===== src/rtl/delay_meas_pkg.sv =====
// Shared types and defaults for the propagation-delay measurement controller.
// SYNC_STAGES is the depth of the optional dut_y synchronizer (DELAY_MEAS_SYNC_EN).
package delay_meas_pkg;

  typedef enum logic [2:0] {
    S_IDLE,
    S_PRESET,
    S_SETTLE,
    S_MEASURE,
    S_DONE
  } state_t;

  localparam int CNT_W_DEF   = 8;
  localparam int SETTLE_DEF  = 4;
  localparam int TIMEOUT_DEF = 200;
  localparam int SYNC_STAGES = 2;

endpackage


===== src/rtl/delay_meas_ctrl_sync2.sv =====
// Two-flop synchronizer for the observed DUT output, synchronous active-high reset to 0.
module sync2 (
  input  logic clk,
  input  logic rst,
  input  logic d,
  output logic q
);

  logic meta;

  always_ff @(posedge clk) begin
    if (rst) begin
      meta <= 1'b0;
      q    <= 1'b0;
    end else begin
      meta <= d;
      q    <= meta;
    end
  end

endmodule


===== src/rtl/delay_meas_ctrl.sv =====
// Propagation-delay measurement controller: preset, settle, launch, measure one DUT.
// Define DELAY_MEAS_SYNC_EN to synchronize dut_y; the added latency is subtracted from results.
module delay_meas_ctrl
  import delay_meas_pkg::*;
#(
  parameter int CNT_W   = CNT_W_DEF,
  parameter int SETTLE  = SETTLE_DEF,
  parameter int TIMEOUT = TIMEOUT_DEF
) (
  input  logic             C,
  input  logic             R,
  input  logic             start,
  input  logic             launch_edge,
  input  logic             dut_y,
  output logic             dut_a,
  output logic             busy,
  output logic             done,
  output logic [CNT_W-1:0] delay_cyc,
  output logic             timeout
);

  logic y_obs;

`ifdef DELAY_MEAS_SYNC_EN
  localparam int COMP = SYNC_STAGES;

  sync2 u_sync (
    .clk (C),
    .rst (R),
    .d   (dut_y),
    .q   (y_obs)
  );
`else
  localparam int COMP = 0;

  assign y_obs = dut_y;
`endif

  // Raw counter is wider than delay_cyc so TIMEOUT plus the synchronizer latency still fits.
  localparam int               RAW_W     = CNT_W + 2;
  localparam logic [RAW_W-1:0] RAW_LIMIT = RAW_W'(TIMEOUT + COMP);
  localparam logic [RAW_W-1:0] COMP_V    = RAW_W'(COMP);

  state_t           state;
  logic             edge_q;
  logic             ref_y;
  logic [7:0]       settle_cnt;
  logic [RAW_W-1:0] cnt;
  logic [RAW_W-1:0] raw_next;
  logic [CNT_W-1:0] comp_delay;

  assign raw_next   = cnt + RAW_W'(1);
  assign comp_delay = (raw_next > COMP_V) ? CNT_W'(raw_next - COMP_V) : '0;

  always_ff @(posedge C) begin
    if (R) begin
      state      <= S_IDLE;
      dut_a      <= 1'b0;
      busy       <= 1'b0;
      done       <= 1'b0;
      delay_cyc  <= '0;
      timeout    <= 1'b0;
      edge_q     <= 1'b0;
      ref_y      <= 1'b0;
      settle_cnt <= '0;
      cnt        <= '0;
    end else begin
      done <= 1'b0;
      case (state)
        S_IDLE: begin
          if (start) begin
            edge_q <= launch_edge;
            busy   <= 1'b1;
            state  <= S_PRESET;
          end
        end
        S_PRESET: begin
          dut_a      <= ~edge_q;
          settle_cnt <= 8'(SETTLE - 1);
          state      <= S_SETTLE;
        end
        S_SETTLE: begin
          if (settle_cnt == 8'd0) begin
            ref_y <= y_obs;
            dut_a <= edge_q;
            cnt   <= '0;
            state <= S_MEASURE;
          end else begin
            settle_cnt <= settle_cnt - 8'd1;
          end
        end
        S_MEASURE: begin
          // The limit is reached before cnt can grow past it, so it never wraps.
          if (y_obs != ref_y) begin
            delay_cyc <= comp_delay;
            timeout   <= 1'b0;
            done      <= 1'b1;
            state     <= S_DONE;
          end else if (raw_next == RAW_LIMIT) begin
            delay_cyc <= CNT_W'(TIMEOUT);
            timeout   <= 1'b1;
            done      <= 1'b1;
            state     <= S_DONE;
          end else begin
            cnt <= raw_next;
          end
        end
        S_DONE: begin
          busy  <= 1'b0;
          state <= S_IDLE;
        end
        default: state <= S_IDLE;
      endcase
    end
  end

endmodule

===== config.mk =====
export PLATFORM = sky130hd
export DESIGN_NAME = delay_meas_ctrl
export DESIGN_NICKNAME = d
export VERILOG_FILES = /design/src/rtl/delay_meas_pkg.sv /design/src/rtl/delay_meas_ctrl_sync2.sv /design/src/rtl/delay_meas_ctrl.sv
export SDC_FILE = /design/constraint.sdc
export NUM_CORES = 1
export LEC_CHECK = 0
export CELL_PAD_IN_SITES_DETAIL_PLACEMENT = 1
export CELL_PAD_IN_SITES_GLOBAL_PLACEMENT = 2
export CORE_MARGIN = 8
export CORE_UTILIZATION = 30
export CTS_BUF_LIST = sky130_fd_sc_hd__clkbuf_4
export DETAILED_ROUTE_END_ITERATION = 10
export PLACE_DENSITY = 0.71
export REMOVE_ABC_BUFFERS = 1
export SETUP_SLACK_MARGIN = 0.15
export SYNTH_ARGS = -nofsm -noshare
export SYNTH_HDL_FRONTEND = slang
export SYNTH_SLANG_ARGS = --single-unit

===== constraint.sdc =====
create_clock -name C -period 3.05 [get_ports C]
set_input_delay 0.305 -clock C [delete_from_list [all_inputs] [get_ports C]]
set_output_delay 0.305 -clock C [all_outputs]
set_load 0.02 [all_outputs]

-- Yosys cells after proc, flatten, opt, wreduce, memory -nomap -nowiden
Index checks and enable logic that the tools add are counted.
- add/subtract/negate cells: 2
- order comparisons: 1
- equal/unequal tests: 12
- mux-type cells: 22
- bitwise logic cells: 2
- reductions and logical operators: 15
- operator list (cell ; count):
    $mux W8 ; 4
    $mux W10 ; 3
    $pmux W10 S2 ; 1
    $pmux W8 S2 ; 1
    $mux W3 ; 4
    $pmux W3 S4 ; 1
    $reduce_and A2 Y1 ; 6
    $add A10 B1 Y10 const B ; 1
    $eq A10 B8 Y1 const B ; 1
    $gt A10 B1 Y1 const B ; 1
    $ne A2 B2 Y1 const B ; 5
    $logic_not A8 Y1 ; 1
    $reduce_bool A2 Y1 ; 4
    $sub A8 B1 Y8 const B ; 1
    $eq A3 B2 Y1 const B ; 2
    $mux W1 ; 6
    $pmux W1 S2 ; 2
    $reduce_and A4 Y1 ; 1
    $eq A3 B1 Y1 const B ; 1
    $eq A3 B3 Y1 const B ; 1
    $logic_not A3 Y1 ; 1
    $ne A3 B3 Y1 const B ; 1
    $reduce_and A3 Y1 ; 1
    $not A1 Y1 ; 2
    2 further kinds ; 2
- register bits: 35
- input bits: 5
- output and inout bits: 12
- logic and storage cells: 64

-- Depth between registers and ports, before layout
Gate-level depths: netlist (run 1).
- depth in word-level cells: 5
- gate-level depth with buffers: 9

-- Least setup slack after synthesis (run 1)
OpenSTA, ideal clock, no wires.
- kind: flip-flop to flip-flop
- start point: register cnt[0]
- end point: register cnt[3]
- arrival time: 2.372 ns
- data required time: 2.929 ns
- path slack: 0.557 ns
- stages on the path, launching flop included: 8
- path buffers: 1
- clock period less this slack: 2.493 ns
- cells stage by stage: dfxtp_1 ha_1 clkbuf_1 or4_1 a311oi_1 nand3_1 o21ai_4 mux2_2
- cells in the longest elaborated chain, start to end: 4
- ends and longest elaborated chain (what ; line ; text):
    start, declared ; delay_meas_ctrl.sv:48 ; logic [RAW_W-1:0] cnt;
    start signal, assigned ; delay_meas_ctrl.sv:105 ; cnt <= raw_next;
    $add A10 B1 Y10 * ; delay_meas_ctrl.sv:52 ; assign raw_next = cnt + RAW_W'(1);
    $eq A10 B8 Y1 / $mux W10 (equally long branches) ; delay_meas_ctrl.sv:99 ; end else if (raw_next == RAW_LIMIT) begin
    $ne A2 B2 Y1 (no source line) / $mux W10 (equally long branches) ; -- ;
    $reduce_and A4 Y1 (no source line) / $pmux W10 S2 (equally long branches) ; -- ;
Mark *: on every way between the ends. The rest lies on a longest branch, timed or not. The select of a mux whose other input is x is not followed.
A chain may end at the register's enable or synchronous reset.

-- Final worst setup path (run 1)
Ends and elaborated chain as after synthesis.

==> results of run 1 <==
-- Yosys cell counts, types with 2 or more instances --
cell      count  area [sq um]
a211oi_1      3          22.5
a21oi_1      12          60.1
a311oi_1      3          26.3
a31oi_1       5          31.3
a32o_1        2          20.0
and2_1        3          18.8
buf_4         2          15.0
buf_6         2          22.5
clkbuf_1      6          22.5
dfxtp_1      35           701
ha_1          4          50.1
inv_1         6          22.5
mux2i_1       5          50.1
nand2_1      14          52.6
nand3_1       9          45.0
nand4_1       5          31.3
nor2_1       31           116
nor2b_1       7          43.8
nor3_1        3          15.0
nor4_1        4          25.0
o21ai_0      11          55.1
o31ai_1       2          15.0
o41ai_1       2          17.5
or3_1         4          25.0
or3_2         2          15.0
or4_1         3          22.5
xnor2_1       5          43.8
xor2_1        7          61.3
-- sequential cells by signal, summed over array words and instances, names as in the netlist --
name        flops
busy            1
cnt            10
delay_cyc       8
done            1
dut_a           1
edge_q          1
ref_y           1
settle_cnt      8
state           3
timeout         1
-- per-stage QoR --
stage          area, sq um  worst slack (ns)  total power, mW
6_report              2220             0.351             1.41
5_1_grt               2220             0.178             1.52
4_1_cts               2220             0.358             1.44
3_5_place_dp          2130             0.363             1.08
3_3_place_gp          2130             0.424             1.08
2_1_floorplan         1830             0.629            0.917
-- cell type report --
cell class                      instances  area share [%]
Clock buffer                            5            1.69
Multi-Input combinational cell        168            49.6
Sequential cell                        35            31.6
Inverter                                7            1.19
Clock inverter                          3            1.98
Timing Repair Buffer                   23            9.60
Tap cell                               77            4.35
-- where the power goes --
| group | leakage (nW) | switching [mW] | internal (mW) |
|---|---|---|---|
| Combinational | 0.431 | 0.287 | 0.199 |
| Clock | 0.0452 | 0.179 | 0.173 |
| Sequential | 0.284 | 0.0610 | 0.514 |
| Total | 0.760 | 0.527 | 0.886 |
-- layer usage --
| layer | vias to the layer above | GRT usage (%) | wire (um) | part of all wire (%) |
|---|---|---|---|---|
| met3 | 4 | 2.96 | 180 | 3.6 |
| met2 | 20 | 19.1 | 2260 | 45 |
| met4 | 0 | 3.84 | 48 | 0.95 |
| met1 | 797 | 15.3 | 2560 | 51 |
| li1 | 838 | - | - | - |
| met5 | - | 0 | 0 | 0 |
-- worst reg2reg max path: stages, from the launching register on --
cell	delay (ns)
dfxtp_1	0.52
ha_1	0.41
nand3_1	0.14
xnor2_1	0.22
a2111oi_4	0.42
nand3_1	0.22
o21ai_4	0.30
mux2_2	0.37
-- how the worst max path moves through the flow --
stage          slack [ns]                   to  depth (start not counted)
2_1_floorplan        0.63  cnt[3]$_SDFFE_PP0P_                          6
3_3_place_gp         0.42  cnt[3]$_SDFFE_PP0P_                          6
3_5_place_dp         0.36  cnt[3]$_SDFFE_PP0P_                          6
4_1_cts              0.36  cnt[3]$_SDFFE_PP0P_                          6
5_1_grt              0.18  cnt[3]$_SDFFE_PP0P_                          7
6_report             0.35  cnt[3]$_SDFFE_PP0P_                          7
-- cell families after synthesis --
logic type,count (synthesis),synth area share [%]
AOI/OAI and AO/OA,52,19.8
muxes,6,3.20
adders and majority gates,4,2.61
DFF,35,36.6
and+or+nand+nor,94,26.3
xor gates and xnor gates,12,5.49
buffers and inverters,20,6.07
==> flow_summary.toml, run 1 <==
[place]
dpl.hpwl_um = 3710
port_buffers = 16
dpl.cell_count = 310
gp_congestion = 0.816

[hold_path]
whs_path_depth = 2
hp-start = "timeout$_SDFFE_PP0P_"
holdPathEnd = "timeout$_SDFFE_PP0P_"
hp-class = "flip-flop to flip-flop"

[final_layout]
syn2layout_area_growth_pct = 15.7
n_antenna_cell = 0
final_common_cell = "dfxtp_1"
final_util_pct = 35.3
fillers = 761
fin_nets = 249
fin_cells = 318
regArea_sq_um = 701
multiInputGateArea_sq_mm = 0.00110
final_layout_size_suffix_gt1_share_pct = 11.2
layout_common_cells = "dfxtp_1 (35), nor2_1 (31), clkdlybuf4s50_1 (16)"

[cts]
clk_latency_ns = 0.35
tritoncts = "built"
clock_path_buffers = 2
numCtsBuffers = 5
root_buffer = "clkbuf_4"
post_cts_resized = 0
ctsHoldBuffers = 0
cts_sinks = 35
postCtsSetupRepairBufs = 0
clk_pin_slew_ns = 0.12
htree_num_levels = 2

[synth]
synth_edf_count = 0
yosys_warnings = 0
ys_types = 54
ys_seq_area_share_pct = 36.6
synthFlopType = "dfxtp_1"
synthCells = 223
avgSynthCellArea_sq_um = 8.59
netlist_area_sq_mm = 0.00192
async_flop_share_pct = 0
ys_ff_latch = 35

[route]
routed_wl_um = 5050
viasPerCell = 5.22
postRouteAntennaNets = 0
drc = 0
vias = 1659
wire_per_inst_um = 15.9
initialDrtViolationCount = 66
drtPass1Iterations = 4

[sta]
fin_hold_ws_ns = 0.477
period_share_pct = 88.5
finalHoldViolCount = 0
drv_slew = 0
setup_viol = 0
skew_ns = 0.00722
maxSlewHeadroom_pct = 48.3
worst_slew_pin_slew_ns = 0.767
fin_crit_ns = 2.70
fmax_mhz = 371
fin_setup_tns_ns = 0
rsz0062_at_grt = "no"

[global_routing]
grt_pass1_vias = 1760
grt_pass1_wl_um = 8690
antenna_found_initial = 0
grt_max_degree = 13
grt_overflow = 0
grt.total_usage_pct = 11.9

[critical_path]
critical_path_class = "flip-flop to flip-flop"
slowest_delay_ns = 0.52
worst-r2r-cell-count = 7
regToRegSetupSlack_ns = 0.35
cp_common_cell = "nand3_1"
slowest_stage = "dfxtp_1"
critPathBufInv = 0
reg2reg_from = "cnt[0]$_SDFFE_PP0P_"
path_cells = "ha_1, nand3_1, xnor2_1, a2111oi_4, nand3_1, o21ai_4, mux2_2"
crit_family = "compound AO/OA/AOI/OAI gates"
path_max_fanout = 9
required_ns = 3.30
crit_path_start = "cnt[0]$_SDFFE_PP0P_"
arrival_ns = 2.95
cp-end-kind = "flip-flop"
reg2reg_to = "cnt[3]$_SDFFE_PP0P_"
start_kind = "flip-flop"

[power_and_ir_drop]
p_per_area_mw_per_mm2 = 638
vdd_ir_drop_max_mv = 0.282
cellLeakagePower_nw = 0.760

[die]
die_y_um = 95.9
dieArea_sq_mm = 0.00920
die_w_um = 95.9
ios = 17
num_rows = 29
start_util_pct = 30.5
coreArea_sq_mm = 0.00628

[flow_run]
maxCapViolCount = 0

[outcome]
status = "complete, no violations"
Power figures use the tool's default switching activity.
==> run 2: changes to the inputs <==
--- a/config.mk
+++ b/config.mk
@@ -11,6 +11,7 @@
 export CORE_UTILIZATION = 30
 export CTS_BUF_LIST = sky130_fd_sc_hd__clkbuf_4
 export DETAILED_ROUTE_END_ITERATION = 10
+export GPL_ROUTABILITY_DRIVEN = 0
 export PLACE_DENSITY = 0.71
 export REMOVE_ABC_BUFFERS = 1
 export SETUP_SLACK_MARGIN = 0.15
==> results of run 2 <==
Final layout, timing and power as in run 1 (identical DEF).
